## src/rtl/lbist_pkg.sv

```systemverilog
// Shared types and constants for the c432 logic-BIST controller.
// Contents:
//   state_e       controller states (IDLE, INIT, RUN, COMPARE, DONE)
//   CUT_IN_W      pattern width driven onto the CUT (36)
//   CUT_OUT_W     CUT response width (7)
//   MISR_W        signature width (16)
//   LFSR_TAP_HI/LO feedback taps of the pattern generator (35/24)
//   MISR_POLY_DEF default Galois feedback polynomial x^16+x^5+x^3+x^2+1
//   lfsr_next()   one step of the pattern-generator LFSR
package lbist_pkg;

  typedef enum logic [2:0] {
    IDLE    = 3'd0,
    INIT    = 3'd1,
    RUN     = 3'd2,
    COMPARE = 3'd3,
    DONE    = 3'd4
  } state_e;

  localparam int CUT_IN_W    = 36;
  localparam int CUT_OUT_W   = 7;
  localparam int MISR_W      = 16;
  localparam int LFSR_TAP_HI = 35;
  localparam int LFSR_TAP_LO = 24;

  localparam logic [MISR_W-1:0] MISR_POLY_DEF = 16'h002D;

  // Left shift with XNOR-free feedback; the map is invertible, so a
  // non-zero state can never step into all-zero.
  function automatic logic [CUT_IN_W-1:0] lfsr_next(input logic [CUT_IN_W-1:0] v);
    return {v[CUT_IN_W-2:0], v[LFSR_TAP_HI] ^ v[LFSR_TAP_LO]};
  endfunction

endpackage

```

## src/rtl/lbist_misr.sv

```systemverilog
// Galois multiple-input signature register.
// Ports:
//   clk, rst_n  clock and asynchronous active-low reset
//   clr         synchronous clear (priority over en)
//   en          absorb data this cycle
//   data        parallel input folded into the signature
//   sig         current signature
module lbist_misr #(
  parameter int             W    = 16,
  parameter logic [W-1:0]   POLY = 16'h002D
) (
  input  logic         clk,
  input  logic         rst_n,
  input  logic         clr,
  input  logic         en,
  input  logic [W-1:0] data,
  output logic [W-1:0] sig
);

  logic [W-1:0] sig_q, sig_d;

  always_comb begin
    sig_d = sig_q;
    if (clr) begin
      sig_d = '0;
    end else if (en) begin
      sig_d = {sig_q[W-2:0], 1'b0} ^ (sig_q[W-1] ? POLY : '0) ^ data;
    end
  end

  always_ff @(posedge clk or negedge rst_n) begin
    if (!rst_n) sig_q <= '0;
    else        sig_q <= sig_d;
  end

  assign sig = sig_q;

endmodule

```

## src/rtl/lbist_ctrl_c432.sv

```systemverilog
// Logic-BIST controller for the c432 combinational CUT: a 36-bit LFSR
// drives patterns onto the CUT, a 16-bit MISR compacts the responses over
// PAT_COUNT patterns and the result is compared to GOLDEN_SIG.
// Build option: define LBIST_ABORT_EN to add the abort input.
// Ports:
//   clk, rst_n  clock, asynchronous active-low reset
//   start       session request, honoured only in IDLE or DONE
//   abort       (LBIST_ABORT_EN only) end session early with pass=0
//   cut_in      pattern to the CUT, zero outside RUN
//   cut_out     CUT response, sampled in the same cycle as cut_in
//   busy        high in INIT, RUN, COMPARE
//   done        high in DONE until the next start
//   pass        compare result, meaningful while done=1
//   signature   MISR contents, frozen once DONE is reached
//   pat_cnt     patterns applied so far
//   dbg_state   current FSM state (state_e encoding)
// Handshake: start is a level sampled on each rising edge; in IDLE or DONE
// a high sample launches a session, in every other state it is ignored.
module lbist_ctrl_c432
  import lbist_pkg::*;
#(
  parameter int unsigned         PAT_COUNT  = 1024,
  parameter logic [CUT_IN_W-1:0] LFSR_SEED  = 36'h0_0000_0001,
  parameter logic [MISR_W-1:0]   MISR_POLY  = MISR_POLY_DEF,
  parameter logic [MISR_W-1:0]   GOLDEN_SIG = 16'h0000
) (
  input  logic                 clk,
  input  logic                 rst_n,
  input  logic                 start,
`ifdef LBIST_ABORT_EN
  input  logic                 abort,
`endif
  output logic [CUT_IN_W-1:0]  cut_in,
  input  logic [CUT_OUT_W-1:0] cut_out,
  output logic                 busy,
  output logic                 done,
  output logic                 pass,
  output logic [MISR_W-1:0]    signature,
  output logic [15:0]          pat_cnt,
  output logic [2:0]           dbg_state
);

  // An all-zero seed would lock the LFSR, so it is replaced by 1.
  localparam logic [CUT_IN_W-1:0] SEED_EFF = (LFSR_SEED == '0) ? 36'h1 : LFSR_SEED;
  localparam logic [15:0]         LAST_CNT = 16'(PAT_COUNT - 1);

  state_e              state_q, state_d;
  logic [CUT_IN_W-1:0] lfsr_q, lfsr_d;
  logic [15:0]         cnt_q, cnt_d;
  logic                pass_q, pass_d;
  logic                misr_clr, misr_en;
  logic [MISR_W-1:0]   misr_sig;
  logic                abort_w;
  logic                active;

`ifdef LBIST_ABORT_EN
  assign abort_w = abort;
`else
  assign abort_w = 1'b0;
`endif

  assign active = (state_q == INIT) || (state_q == RUN) || (state_q == COMPARE);

  // State register
  always_ff @(posedge clk or negedge rst_n) begin
    if (!rst_n) state_q <= IDLE;
    else        state_q <= state_d;
  end

  // Next-state logic; abort overrides the normal RUN exit
  always_comb begin
    state_d = state_q;
    case (state_q)
      IDLE:    if (start) state_d = INIT;
      INIT:    state_d = RUN;
      RUN:     if (cnt_q == LAST_CNT) state_d = COMPARE;
      COMPARE: state_d = DONE;
      DONE:    if (start) state_d = INIT;
      default: state_d = IDLE;
    endcase
    if (abort_w && active) state_d = DONE;
  end

  // Outputs and datapath next values
  always_comb begin
    busy     = active;
    done     = (state_q == DONE);
    cut_in   = (state_q == RUN) ? lfsr_q : '0;
    misr_clr = (state_q == INIT) && !abort_w;
    misr_en  = (state_q == RUN) && !abort_w;
    lfsr_d   = lfsr_q;
    cnt_d    = cnt_q;
    pass_d   = pass_q;
    if ((state_q == IDLE || state_q == DONE) && start) pass_d = 1'b0;
    if (state_q == INIT && !abort_w) begin
      lfsr_d = SEED_EFF;
      cnt_d  = '0;
    end
    if (state_q == RUN && !abort_w) begin
      lfsr_d = lfsr_next(lfsr_q);
      cnt_d  = cnt_q + 16'd1;
    end
    if (state_q == COMPARE) pass_d = (misr_sig == GOLDEN_SIG);
    if (abort_w && active)  pass_d = 1'b0;
  end

  always_ff @(posedge clk or negedge rst_n) begin
    if (!rst_n) begin
      lfsr_q <= SEED_EFF;
      cnt_q  <= '0;
      pass_q <= 1'b0;
    end else begin
      lfsr_q <= lfsr_d;
      cnt_q  <= cnt_d;
      pass_q <= pass_d;
    end
  end

  lbist_misr #(
    .W    (MISR_W),
    .POLY (MISR_POLY)
  ) u_misr (
    .clk   (clk),
    .rst_n (rst_n),
    .clr   (misr_clr),
    .en    (misr_en),
    .data  ({{(MISR_W-CUT_OUT_W){1'b0}}, cut_out}),
    .sig   (misr_sig)
  );

  assign pass      = pass_q;
  assign signature = misr_sig;
  assign pat_cnt   = cnt_q;
  assign dbg_state = state_q;

endmodule

```

## config.mk

```make
export PLATFORM = sky130hd
export DESIGN_NAME = lbist_ctrl_c432
export DESIGN_NICKNAME = d
export VERILOG_FILES = /design/src/rtl/lbist_pkg.sv /design/src/rtl/lbist_misr.sv /design/src/rtl/lbist_ctrl_c432.sv
export SDC_FILE = /design/constraint.sdc
export NUM_CORES = 1
export LEC_CHECK = 0
export ABC_AREA = 1
export ABC_CLOCK_PERIOD_IN_PS = 2900
export CAP_MARGIN = 20
export CORE_MARGIN = 4
export CORE_UTILIZATION = 45
export DETAILED_ROUTE_END_ITERATION = 8
export GPL_TIMING_DRIVEN = 0
export MAX_ROUTING_LAYER = met4
export PLACE_DENSITY = 0.82
export SLEW_MARGIN = 20
export SYNTH_ARGS = -nofsm -noshare
export SYNTH_HDL_FRONTEND = slang
export SYNTH_SLANG_ARGS = --single-unit
```

## constraint.sdc

```tcl
create_clock -name clk -period 2.9 [get_ports clk]
set_input_delay 0.58 -clock clk [delete_from_list [all_inputs] [get_ports clk]]
set_output_delay 0.58 -clock clk [all_outputs]
set_load 0.01 [all_outputs]
```

# Yosys cells after proc, flatten, opt, wreduce, memory -nomap -nowiden
# Index checks and enable logic that the tools add are counted.
dict set report word_totals {
  out_inout_bits 74
  regBits 72
  inputBits 10
  wordCells 39
}
dict set report classes {
  bitwise 3
  reduce_logical 10
  n_eq_ne 7
  add_sub_neg 1
  mux 13
}
# op count
set ops {}
lappend ops {{36-bit 2-to-1 mux} 3}
lappend ops {{16-bit 2-to-1 mux} 4}
lappend ops {{16-bit by 1-bit adder with 16-bit output (second input constant)} 1}
lappend ops {{16-bit by 10-bit == test with 1-bit output (second input constant)} 1}
lappend ops {{16-bit zero test} 1}
lappend ops {{16-bit XOR} 1}
lappend ops {{16-bit by 7-bit XOR with 16-bit output} 1}
lappend ops {{3-bit case mux with 4 select lines} 1}
lappend ops {{3-bit by 2-bit == test with 1-bit output (second input constant)} 2}
lappend ops {{3-bit 2-to-1 mux} 2}
lappend ops {{6-bit 2-to-1 mux} 1}
lappend ops {{2-bit by 1-bit inequality test with 1-bit output (second input constant)} 2}
lappend ops {{2-bit nonzero test} 2}
lappend ops {{3-bit by 1-bit == test with 1-bit output (second input constant)} 1}
lappend ops {{3-bit == test (second input constant)} 1}
lappend ops {{3-bit zero test} 1}
lappend ops {{1-bit logical OR} 3}
lappend ops {{1-bit 2-to-1 mux} 2}
lappend ops {{2-bit AND reduction} 1}
lappend ops {{2-bit OR reduction} 1}
lappend ops {{1-bit logical AND} 1}
lappend ops {{1-bit XOR} 1}

# Logic depth before layout (Yosys ltp)
dict set report depth {
  depth_word 5
  depth_mapped 8
  depth_no_buf 8
}

# Cells and area by module
# A second synthesis with hierarchy kept.
dict set report hier_totals {
  hier_cells 470
  area_unflattened_um2 3903.7
}
# module area_per_inst_um2 seq_area_each_um2 n_inst cells_each
set by_module_without_submodules {}
lappend by_module_without_submodules {lbist_ctrl_c432 3103.0 1402.6 1 379}
lappend by_module_without_submodules {lbist_misr 800.8 400.4 1 91}

# Worst setup path before layout
# No wires, ideal clock.
dict set report synth_path {
  path_kind {reg2out}
  from {register state_q[2], in the netlist dbg_state[2]}
  to {output port cut_in[14]}
  path_slack_ns 1.059
  required_time_ns 2.320
  stages_incl_launch_ff 7
  t_arrival_ns 1.261
  n_path_buf 3
  cell_sequence {dfrtp_1 -> inv_1 -> nand3_2 -> buf_2 -> buf_2 -> nor2_1 -> buf_4}
}
dict set report synth_between {
  elab_chain_cells 2
}
# element line_no
set synth_rtl {}
lappend synth_rtl {{from (decl)} lbist_ctrl_c432.sv:47} ;# state_e state_q, state_d;
lappend synth_rtl {{from (signal assigned)} lbist_ctrl_c432.sv:67} ;# else state_q <= state_d;
lappend synth_rtl {{3-bit by 2-bit == test with 1-bit output} lbist_ctrl_c432.sv:88} ;# cut_in = (state_q == RUN) ? lfsr_q : '0;
lappend synth_rtl {{36-bit 2-to-1 mux} lbist_ctrl_c432.sv:88}
lappend synth_rtl {{to (decl)} lbist_ctrl_c432.sv:33} ;# output logic [CUT_IN_W-1:0] cut_in,
# Every way passes these cells.

# Worst setup path after layout
dict set report layout_path {
  from {register state_q[2], in the netlist dbg_state[2]}
  to {output port cut_in[30]}
}
# The elaborated chain is that of the path after synthesis.

==> flow_summary.json <==
{
  "multi_input_area_um2": 1160,
  "start_util_pct": 46.6,
  "setup_tns_ns": 0,
  "place.gp.congestion": 0.942,
  "p_leak_uw": 0.00220,
  "cts_made_buffers": 9,
  "cts.sinks": 72,
  "cts_resized": 2,
  "drt_iter0_markers": 123,
  "finalNetCount": 541,
  "grt_first_pass_wirelength_mm": 15.0,
  "core-area_um2": 7770,
  "antenna_found_initial": 0,
  "cap_viol_max_count": 0,
  "peakVddDrop_v": 0.000372,
  "htreeDepth": 3,
  "cts-root-buf": "clkbuf_8",
  "synthCells": 435,
  "die_h_um": 97.7,
  "arrival_ns": 2.17,
  "ys_types": 23,
  "clk_latency_ns": 0.35,
  "clockBufferDepth": 2,
  "n_fill_cell": 673,
  "synth_seq_area_share_pct": 49.8,
  "place_inst": 621,
  "fin_util_pct": 62.0,
  "hold_path.class": "in -> async",
  "fmax_mhz": 364,
  "grt-ovfl-total": 0,
  "grtUsageTotal_pct": 19.8,
  "antenna_cells": 0,
  "finalCriticalPeriod_ns": 2.75,
  "endpoint_kind": "primary output",
  "rows": 32,
  "hold_violations": 0,
  "crit_type": "reg -> out",
  "power_uw": 3840,
  "grt_pass1_vias": 3223,
  "setup_viol": 0,
  "totalWireLength_mm": 8.92,
  "synth_fp_nets": 446,
  "areaGrowthSynthToFinish_pct": 33.0,
  "cts_setup_buffers": 0,
  "holdWs_ns": 0.134,
  "powerDensity_nw_per_um2": 799,
  "die_w_um": 97.7,
  "netlist_area_um2": 3620,
  "vias": 3204,
  "ys_ff_latch": 72,
  "grt_max_degree": 49,
  "cp_max_fo": 10,
  "place.detailed.hpwl_mm": 6.63,
  "maxSlewViolCount": 0,
  "post-route-drc-count": 0,
  "clock_skew_ns": 0.0128,
  "cp-start-kind": "flip-flop",
  "stdcell_count": 637,
  "ant_nets": 0,
  "io_buffers": 83,
  "drive_gt1_share_pct": 13.8,
  "yosysWarnings": 0,
  "postCtsHoldBufs": 0,
  "ios": 84,
  "synth.avg_cell_area_um2": 8.32,
  "clkTransAtPathRegs_ns": 0.09,
  "tritoncts": "done",
  "worstMarginPinSlew_ns": 0.426,
  "die_area_um2": 9540,
  "final-seq-area_um2": 1800,
  "slowest_delay_ns": 0.53,
  "wl_per_cell_um": 14.0,
  "min_period_over_period_pct": 94.7,
  "critPathSlowestCell": "clkdlybuf4s50_1",
  "required_ns": 2.32,
  "slew_headroom_pct": 71.5,
  "crit_buf_inv": 5,
  "cp_top_family": "buffers and inverters",
  "path_cells": "inv_2 > nand3_4 > buf_6 > buf_2 > nor2_1 > buf_4 > clkdlybuf4s50_1",
  "run_status": "finished, final reports clean",
  "first_pass_iters": 4,
  "vias_per_cell": 5.03
}
-- layer usage --
metal  up-vias  global-route usage [%]  wire length (um)
met3        17                    3.73               451
met5         -                       -                 0
met2        94                    32.8              4480
met1      1542                    24.3              3840
li1       1551                       -                 -
met4         0                    7.03               147
-- area by class of cell --
type                       count  share of cell area [%]
multi-input combinational    232                    24.2
inverter                      78                    6.08
buffer                        53                    7.77
sequential                    72                    37.5
clock buffer                   9                    2.57
timing repair buffer          84                    17.8
clock inverter                 7                    1.51
tap                          102                    2.65
-- worst paths after layout --
kind | startpoint | to | slack, ns | cells past startpoint
max | dbg_state[2] | cut_in[30] | 0.15 | 7
min | rst_n | pat_cnt[14] | 0.13 | 1
max reg2reg | pat_cnt[0] | pat_cnt[12] | 1.32 | 6
min reg2reg | lfsr_q[4] | lfsr_q[4] | 0.55 | 2
max in group asynchronous | rst_n | lfsr_q[0] | 2.15 | 2
min in group clk | lfsr_q[4] | lfsr_q[4] | 0.55 | 2
-- power by group --
group | total, uW | leakage [uW] | internal (uW) | switching, uW
Sequential | 1310 | 0.000984 | 1170 | 136
Clock | 799 | 0.0000835 | 395 | 404
Combinational | 1740 | 0.00113 | 717 | 1020
-- cell usage in the layout (no fill, tap or decap), drive strengths merged --
cell type      synthesis  final
clkbuf                 5     14
dfstp                  1      1
nand4                  8      8
xnor2                  4      4
buf                   48     50
nand2                 59     59
a21o                   1      1
a22o                   1      1
o211ai                 2      2
dfrtp                 71     71
bufinv                 0      1
nor3                   2      2
nand3                 18     18
clkinvlp               0      5
o22ai                 56     56
nor2                  63     63
clkdlybuf4s50          0     82
o21ai                 10     10
inv                   78     78
ha                     1      1
clkinv                 0      1
xor2                   5      5
o21bai                 2      2
-- flip-flops by register name, indices dropped and copies added, names as in the netlist --
signal,cells
pass,1
pat_cnt,16
u_misr.sig,16
lfsr_q,36
dbg_state,3
-- cell usage after synthesis --
cell | count | share of area (%)
a21o_1 | 1 | 0.21
a22o_1 | 1 | 0.24
buf_2 | 9 | 1.2
buf_4 | 36 | 7.5
buf_6 | 3 | 0.93
clkbuf_1 | 5 | 0.52
dfrtp_1 | 71 | 49
dfstp_2 | 1 | 0.73
ha_1 | 1 | 0.35
inv_1 | 75 | 7.8
inv_2 | 3 | 0.31
nand2_1 | 59 | 6.1
nand3_1 | 16 | 2.2
nand3_2 | 2 | 0.55
nand4_1 | 8 | 1.4
nor2_1 | 63 | 6.5
nor3_1 | 2 | 0.28
o211ai_1 | 2 | 0.41
o21ai_0 | 10 | 1.4
o21bai_1 | 2 | 0.41
o22ai_1 | 56 | 9.7
xnor2_1 | 4 | 0.97
xor2_1 | 5 | 1.2
-- through the flow --
stage	setup WS (ns)	area, um2
after CTS	0.0191	4810
final	0.154	4810
after global routing	-0.00544	4810
after floorplan	1.06	3620
after global placement	-1.11	4580
after detailed placement	0.304	4600
-- worst register-to-register path, cell delays in order (launching register included) --
cell and delay, ns:
dfrtp_1 0.45, ha_1 0.20, nand2_1 0.12, nor2_1 0.38, nand4_1 0.14, nand3_1 0.11
nand2_1 0.06
-- logic make-up after synthesis --
kind of cell    share of synthesized area (%)
fa+ha+maj                               0.346
buf+inv                                  18.3
compound gates                           12.3
flops                                    49.8
xor+xnor                                 2.18
simple gates                             17.1
Note: power is estimated with default switching activity, not from simulation.
